**src/rtl/mem_arbiter.sv**
```systemverilog
// mem_arbiter: two-requester round-robin arbiter in front of a 256x8 single-port memory
//   clk, rst_n                      clock, asynchronous active-low reset
//   reqN_valid/we/addr/wdata/ready  request ports (valid/ready), N = 0, 1
//   rspN_rvalid/rdata               read responses, rvalid is a one-cycle pulse
//   mem_we/addr/wdata/rdata         registered command to memory, read data back
module mem_arbiter #(
  parameter int READ_LAT = 1
) (
  input  logic       clk,
  input  logic       rst_n,
  input  logic       req0_valid,
  input  logic       req0_we,
  input  logic [7:0] req0_addr,
  input  logic [7:0] req0_wdata,
  output logic       req0_ready,
  input  logic       req1_valid,
  input  logic       req1_we,
  input  logic [7:0] req1_addr,
  input  logic [7:0] req1_wdata,
  output logic       req1_ready,
  output logic       rsp0_rvalid,
  output logic [7:0] rsp0_rdata,
  output logic       rsp1_rvalid,
  output logic [7:0] rsp1_rdata,
  output logic       mem_we,
  output logic [7:0] mem_addr,
  output logic [7:0] mem_wdata,
  input  logic [7:0] mem_rdata
);
  logic                ptr, gnt0, gnt1, cmd_rd, cmd_id;
  logic [READ_LAT-1:0] pv, pid;
  assign gnt0 = rst_n & req0_valid & (~req1_valid | ~ptr);
  assign gnt1 = rst_n & req1_valid & (~req0_valid | ptr);
  assign req0_ready = gnt0;
  assign req1_ready = gnt1;
  // cmd_rd/cmd_id travel alongside the mem_* command; the pipeline then delays
  // the tag so it exits exactly when mem_rdata carries that read's data.
  always_ff @(posedge clk or negedge rst_n) begin
    if (!rst_n) begin
      ptr         <= 1'b0;
      mem_we      <= 1'b0;
      mem_addr    <= '0;
      mem_wdata   <= '0;
      cmd_rd      <= 1'b0;
      cmd_id      <= 1'b0;
      pv          <= '0;
      pid         <= '0;
      rsp0_rvalid <= 1'b0;
      rsp1_rvalid <= 1'b0;
      rsp0_rdata  <= '0;
      rsp1_rdata  <= '0;
    end else begin
      ptr    <= gnt0 ? 1'b1 : gnt1 ? 1'b0 : ptr;
      mem_we <= gnt0 ? req0_we : gnt1 ? req1_we : 1'b0;
      if (gnt0 | gnt1) begin
        mem_addr  <= gnt0 ? req0_addr : req1_addr;
        mem_wdata <= gnt0 ? req0_wdata : req1_wdata;
      end
      cmd_rd <= (gnt0 & ~req0_we) | (gnt1 & ~req1_we);
      cmd_id <= gnt1;
      pv[0]  <= cmd_rd;
      pid[0] <= cmd_id;
      for (int i = 1; i < READ_LAT; i++) begin
        pv[i]  <= pv[i-1];
        pid[i] <= pid[i-1];
      end
      rsp0_rvalid <= pv[READ_LAT-1] & ~pid[READ_LAT-1];
      rsp1_rvalid <= pv[READ_LAT-1] & pid[READ_LAT-1];
      if (pv[READ_LAT-1] & ~pid[READ_LAT-1]) rsp0_rdata <= mem_rdata;
      if (pv[READ_LAT-1] & pid[READ_LAT-1]) rsp1_rdata <= mem_rdata;
    end
  end
endmodule
```
**config.mk**
```make
export PLATFORM = sky130hd
export DESIGN_NAME = mem_arbiter
export DESIGN_NICKNAME = d
export VERILOG_FILES = /design/src/rtl/mem_arbiter.sv
export SDC_FILE = /design/constraint.sdc
export NUM_CORES = 1
export LEC_CHECK = 0
export CAP_MARGIN = 20
export CORE_MARGIN = 2
export CORE_UTILIZATION = 43
export CTS_CLUSTER_DIAMETER = 120
export DETAILED_ROUTE_END_ITERATION = 16
export HOLD_SLACK_MARGIN = 0.06
export PLACE_DENSITY = 0.9
export REMOVE_ABC_BUFFERS = 1
export SETUP_SLACK_MARGIN = 0.1
export SYNTH_ARGS = -nofsm -noshare
export SYNTH_HDL_FRONTEND = slang
export SYNTH_SLANG_ARGS = --single-unit
```
**constraint.sdc**
```tcl
create_clock -name clk -period 2.8 [get_ports clk]
set_input_delay 0.42 -clock clk [delete_from_list [all_inputs] [get_ports clk]]
set_output_delay 0.42 -clock clk [all_outputs]
set_load 0.1 [all_outputs]
```
==> results of run 1 <==
## flip-flops by register name (all words and copies together), names as in the netlist, 8 cells and up
| register | count |
|---|---|
| mem_addr | 8 |
| mem_wdata | 8 |
| rsp0_rdata | 8 |
| rsp1_rdata | 8 |
## cell usage in the layout (no fill, tap or decap), drive strengths merged, types with 2 or more instances in the layout
cell type / count
o21ai: 18
a31oi: 16
nor2: 17
nand2: 5
nand3: 17
clkdlybuf4s50: 44
dfrtp: 40
inv: 3
mux2: 16
bufinv: 2
clkbuf: 5
buf: 42
and2: 2
## worst max-delay path: stages
cell and delay [ns]:
sky130_fd_sc_hd__dlygate4sd3_1 0.54, sky130_fd_sc_hd__buf_2 0.29, sky130_fd_sc_hd__nand2_1 0.11, sky130_fd_sc_hd__a21oi_1 0.34, sky130_fd_sc_hd__buf_12 0.23
## path summary, 6_finish.rpt
path | endpoint | slack (ns)
max in group asynchronous | mem_wdata[0] | 1.56
min in group asynchronous | mem_addr[3] | 0.56
worst min register to register | pid | 0.36
worst max register to register | rsp0_rdata[0] | 1.28
worst min-delay path | pid | 0.36
worst max-delay path | req1_ready | 0.45
## stage by stage
step	cell area [um2]	utilization, %	hold WS (ns)	setup slack (ns)
CTS	2579	69.91	0.3591	0.4251
detailed placement	2440	66.15	0.3160	0.7851
global route	2579	69.91	0.3639	0.3510
floorplan	1602	-	0.1244	0.3791
finish	2579	69.91	0.3583	0.4498
global placement	2440	66.15	0.3073	0.8442
## power breakdown
part	total [mW]	leakage [nW]	switching [mW]	internal (mW)
clock network	0.536	0.0642	0.186	0.351
logic	1.28	0.593	0.986	0.289
registers	0.755	0.472	0.0619	0.693
total	2.57	1.13	1.23	1.33
## routing by layer
layer / routed length [um] / vias up / track usage (%)
met4: 115 / 0 / 8.929
met1: 1594 / 665 / 21.78
met2: 2101 / 62 / 39.13
met3: 377 / 9 / 8.348
met5: 0 / - / 0
li1: - / 697 / -
## area by class of cell
class	count	area [um2]	area share (%)
Clock inverter	2	60.06	2.329
Sequential cell	40	1001	38.82
Clock buffer	5	68.82	2.669
Timing Repair Buffer	87	788.3	30.57
Tap cell	48	60.06	2.329
Multi-Input combinational cell	97	589.3	22.85
Inverter	3	11.26	0.4367
## what timing repair did
| action | 4_1_cts | 5_1_grt |
|---|---|---|
| hold endpoints to repair | 9 | 0 |
| hold buffers | 1 | 0 |
| resized for setup | 0 | 0 |
| buffers inserted | 0 | 0 |
## kinds of logic (layout without fill, tap and decap cells)
logic type	Yosys count	count (layout)	share of synthesized area, %
AO/OA/AOI/OAI	38	38	13.01
buffers and inverters	14	97	4.936
flip-flops	40	40	59.84
multiplexers	16	16	10.77
AND/OR/NAND/NOR	43	43	11.44
==> flow_metrics.py, run 1 <==
metrics = {
    "detailed_routing": {
        "drt-vias-per-instance": 5.082,
        "drt-initial-drc-count": 45,
        "drtAntennaViolNets": 0,
        "route.detailed.wl_per_inst_um": 14.85,
        "vias": 1433,
        "drt_pre_antenna_iters": 4,
        "drt-total-wl_mm": 4.188,
        "drt_drc_violations_left": 0,
    },
    "place": {
        "port_buffers": 82,
        "placedCellCount": 274,
        "detailedPlacementHpwl_mm": 3.100,
        "place.gp.congestion": 0.7129,
    },
    "timing": {
        "hold_viol": 0,
        "relSlewSlack_pct": 47.96,
        "worst_slew_pin_slew_ns": 0.7790,
        "finalCriticalPeriod_ns": 2.350,
        "maxClockFrequency_ghz": 0.4255,
        "rsz_0062_raised_after_global_routing": "no",
        "setup_violations": 0,
        "final_count_of_pins_violating_max_slew": 0,
        "fin_tns_setup_ns": 0,
        "fin_crit_sh_pct": 83.94,
        "fin_skew_ns": 0.003830,
    },
    "yosys": {
        "synth_sequential_area_ratio_pct": 59.84,
        "synth_flop_cell": "sky130_fd_sc_hd__dfrtp_1",
        "syn-cell-area_um2": 1673,
        "synthArstFlopShare_pct": 100.0,
        "post-synth-top-count-cell": "sky130_fd_sc_hd__dfrtp_1",
        "syn_avg_cell_area_um2": 11.08,
        "syn_inst": 151,
        "synth_edf_count": 0,
        "synthDominantAreaCellType": "sky130_fd_sc_hd__dfrtp_1",
        "netlist_top_cells_area": "sky130_fd_sc_hd__dfrtp_1 (60%), sky130_fd_sc_hd__mux2_2 (9.4%), sky130_fd_sc_hd__a31oi_1 (6.0%)",
        "yosysWarnings": 0,
        "yosys.cell_types.count": 21,
        "yosys.area.top_type_share_pct": 59.84,
        "ys_ff_latch": 40,
        "post_synth_most_frequent_cells": "sky130_fd_sc_hd__dfrtp_1 (40), sky130_fd_sc_hd__nand3_1 (17), sky130_fd_sc_hd__nor2_1 (17)",
    },
    "global_route": {
        "grt_usage_pct": 21.56,
        "grt_overflow": 0,
        "first_pass_grt_wire_length_mm": 6.851,
        "antenna_found_initial": 0,
        "largest_net_degree_at_the_start_of_global_routing": 34,
        "grt_pass1_vias": 1450,
    },
    "hold_path": {
        "hold_start": "cmd_id",
        "hold_path.class": "reg -> reg",
        "timing.hold.worst_path_depth": 0,
    },
    "power_and_ir_drop": {
        "power_dens_cells_nw_per_um2": 995.1,
        "fin_total_pwr_mw": 2.566,
        "vdd_ir_drop_max_mv": 0.5240,
        "static_leakage_nw": 1.129,
    },
    "worst_setup_path": {
        "path_class": "in -> out",
        "rr_startpoint": "pid",
        "data_required_time_at_the_worst_endpoint_ns": 2.38,
        "critical_path_startpoint_category": "input pin",
        "critPathCaptureType": "output pin",
        "reg2regPathDepth": 2,
        "setup.worst_path.start": "rst_n",
        "worstPathMaxFanout": 14,
        "worst_ep_arrival_time_ns": 1.93,
    },
    "finish": {
        "fillerInstances": 304,
        "syn2layout_area_growth_pct": 54.15,
        "stdcell_count": 282,
        "antenna_cells_inserted": 0,
        "finish.net_count": 280,
        "layout-drive-gt1-share_pct": 26.92,
    },
    "die": {
        "top_level_ports": 83,
        "fp.dieH_um": 66.37,
        "x_dimension_of_the_die_um": 66.37,
        "design.core.area_um2": 3689,
        "die_area_um2": 4405,
        "initial_utilization_pct": 45.35,
        "row_count": 22,
    },
    "clocking": {
        "h-tree-depth": 2,
        "cts_inserted_buffers": 5,
        "tritoncts": "built",
        "insertion_delay_ns": 0.28,
        "clk_path_buf_depth": 2,
        "worst_setup_hold_path_clk_slew_ns": 0.07,
        "root_buffer": "sky130_fd_sc_hd__clkbuf_8",
        "clock_sinks": 40,
    },
    "run_status": {
        "status": "finished clean",
    },
    "run": {
        "timing.max_cap.violations": 0,
    },
}
(Power assumes the default switching activity.)
==> run 2: changes to the inputs <==
--- a/config.mk
+++ b/config.mk
@@ -7,11 +7,11 @@
 export LEC_CHECK = 0
 export CAP_MARGIN = 20
 export CORE_MARGIN = 2
-export CORE_UTILIZATION = 43
+export CORE_UTILIZATION = 36
 export CTS_CLUSTER_DIAMETER = 120
 export DETAILED_ROUTE_END_ITERATION = 16
 export HOLD_SLACK_MARGIN = 0.06
-export PLACE_DENSITY = 0.9
+export PLACE_DENSITY = 0.81
 export REMOVE_ABC_BUFFERS = 1
 export SETUP_SLACK_MARGIN = 0.1
 export SYNTH_ARGS = -nofsm -noshare
==> constraint.sdc (replaced) <==
create_clock -name clk -period 1.9 [get_ports clk]
set_input_delay 0.285 -clock clk [delete_from_list [all_inputs] [get_ports clk]]
set_output_delay 0.285 -clock clk [all_outputs]
set_load 0.1 [all_outputs]
==> flow_metrics.py, run 2 (same netlist as run 1, synthesis figures left out) <==
metrics = {
    "global_route": {
        "grt_usage_pct": 17.25,
        "grt_overflow": 0,
        "first_pass_grt_wire_length_mm": 6.858,
        "global_route.usage.met2_pct": 28.75,
        "largest_net_degree_at_the_start_of_global_routing": 34,
        "global_route.usage.met1_pct": 20.40,
        "grt_most_used_layer": "met2",
        "antenna_found_initial": 0,
        "grt.met3_usage_pct": 5.417,
        "grt_pass1_vias": 1475,
    },
    "timing": {
        "finalCriticalPeriod_ns": 1.739,
        "setup_slack_of_the_critical_path_after_layout_ns": 0.1607,
        "setup_violations": 0,
        "fin_skew_ns": 0.008154,
        "worst_slew_pin_slew_ns": 0.5179,
        "rsz_0062_raised_after_global_routing": "no",
        "maxClockFrequency_ghz": 0.5750,
        "fin_crit_sh_pct": 91.54,
        "relSlewSlack_pct": 65.36,
        "hold_viol": 0,
        "fin_tns_setup_ns": 0,
        "final_count_of_pins_violating_max_slew": 0,
        "fin_hold_ws_ns": 0.3396,
    },
    "hold_path": {
        "hold_start": "rst_n",
        "hold_path.class": "in -> reg",
    },
    "finish": {
        "mostFrequentLayoutCell": "sky130_fd_sc_hd__clkdlybuf4s50_1",
        "syn2layout_area_growth_pct": 56.77,
        "regArea_um2": 1001,
        "stdcell_count": 292,
        "finish.net_count": 285,
        "fillerInstances": 407,
        "layout-drive-gt1-share_pct": 28.33,
        "stdcell_area_um2": 2623,
        "layout_common_cells": "sky130_fd_sc_hd__clkdlybuf4s50_1 (44), sky130_fd_sc_hd__buf_4 (42), sky130_fd_sc_hd__dfrtp_1 (40)",
        "multiInputGateArea_um2": 589.3,
        "finish.utilization_pct": 59.41,
        "antenna_cells_inserted": 0,
    },
    "worst_setup_path": {
        "worst_ep_arrival_time_ns": 1.45,
        "cp_top_family": "buffers and inverters",
        "worst-path-buf-inv": 2,
        "rr_startpoint": "ptr",
        "critPathCaptureType": "output pin",
        "path_cells": "clkdlybuf4s50_1, nand2_1, a21oi_1, buf_12",
        "setup.worst_path.start": "req1_valid",
        "path_class": "in -> out",
        "data_required_time_at_the_worst_endpoint_ns": 1.62,
        "worstPathMaxFanout": 4,
        "timing.critical_path.slowest_cell_delay_ns": 0.54,
        "timing.critical_path.slowest_stage_cell": "sky130_fd_sc_hd__clkdlybuf4s50_1",
        "critical_path_startpoint_category": "input pin",
    },
    "clocking": {
        "cts.repair_timing.setup_buffer_count": 0,
        "insertion_delay_ns": 0.29,
        "worst_setup_hold_path_clk_slew_ns": 0.08,
        "cts_inserted_buffers": 5,
        "tritoncts": "built",
        "root_buffer": "sky130_fd_sc_hd__clkbuf_8",
        "h-tree-depth": 2,
        "clock_sinks": 40,
        "clk_path_buf_depth": 2,
    },
    "die": {
        "die_area_um2": 5208,
        "design.core.area_um2": 4414,
        "initial_utilization_pct": 37.90,
        "row_count": 24,
        "x_dimension_of_the_die_um": 72.17,
        "fp.dieH_um": 72.17,
        "top_level_ports": 83,
    },
    "detailed_routing": {
        "vias": 1466,
        "drt_drc_violations_left": 0,
        "drtAntennaViolNets": 0,
        "drt_pre_antenna_iters": 4,
        "drt-total-wl_mm": 4.229,
        "route.detailed.wl_per_inst_um": 14.48,
        "drt-initial-drc-count": 97,
        "drt-vias-per-instance": 5.021,
    },
    "place": {
        "place.gp.congestion": 0.7743,
        "placedCellCount": 282,
        "placement.cell_area_um2": 2487,
        "detailedPlace.worstSlack_ns": 0.2010,
        "port_buffers": 82,
        "detailedPlacementHpwl_mm": 3.046,
    },
    "power_and_ir_drop": {
        "power_dens_cells_nw_per_um2": 1413,
        "fraction_of_power_consumed_by_sequential_logic_pct": 29.9,
        "static_leakage_nw": 1.148,
        "vdd_ir_drop_max_mv": 0.6077,
        "fin_total_pwr_mw": 3.705,
        "power.internal_mw": 1.855,
        "p_clk_share_pct": 19.0,
        "comb_power_share_pct": 51.1,
        "switching_power_mw": 1.850,
        "netSwitchingFraction_pct": 49.94,
    },
    "run": {
        "timing.max_cap.violations": 0,
    },
    "run_status": {
        "status": "finished clean",
    },
}
-- run 2: cell types whose count changed in the layout (fill, tap and decap cells not counted), sizes merged --
| cell | previous run | this run |
|---|---|---|
| clkinvlp | 0 | 1 |
| inv | 3 | 4 |
| dlygate4sd3 | 1 | 2 |
| buf | 42 | 46 |
| bufinv | 2 | 1 |
-- run 2: cell type report --
cell class | instances | share of cell area (%)
sequential | 40 | 38.17
inverter | 3 | 0.4294
tap | 52 | 2.481
timing repair buffer | 92 | 32.06
clock inverter | 3 | 1.765
multi-input combinational | 97 | 22.47
clock buffer | 5 | 2.624
-- run 2: worst reg2reg max path, delay by kind of cell (launching register included) --
kind	cells	cell delay (ns)
compound gates	2	0.26
simple gates	1	0.20
buf+inv	1	0.20
flops	1	0.42
-- run 2: worst paths after layout --
| check | slack (ns) | to | cells after the start |
|---|---|---|---|
| worst max-delay path | 0.16 | req1_ready | 4 |
| max in group asynchronous | 0.90 | mem_addr[1] | 3 |
| worst min-delay path | 0.34 | cmd_id | 3 |
| min in group asynchronous | 0.58 | mem_addr[5] | 3 |
| worst min register to register | 0.36 | pv | 0 |
| worst max register to register | 0.70 | mem_wdata[6] | 4 |
-- run 2: timing repair --
item | in CTS | in global routing
hold endpoints to repair | 40 | 0
resized for setup | 0 | 0
hold buffers | 2 | 0
-- run 2: metal layers --
layer  up-vias  share of wire (%)
met2        69                 47
met5         -                  0
met4         0                1.7
met3         9                9.5
li1        711                  -
met1       677                 42
-- run 2: power groups by stage --
stage / Combinational [mW] / Sequential, mW / Clock, mW
after floorplan: 0.232 / 2.30 / 0
after global placement: 1.89 / 1.12 / 0
after detailed placement: 1.90 / 1.13 / 0
after CTS: 1.90 / 1.11 / 0.722
after global routing: 1.95 / 1.13 / 0.759
final: 1.89 / 1.11 / 0.702
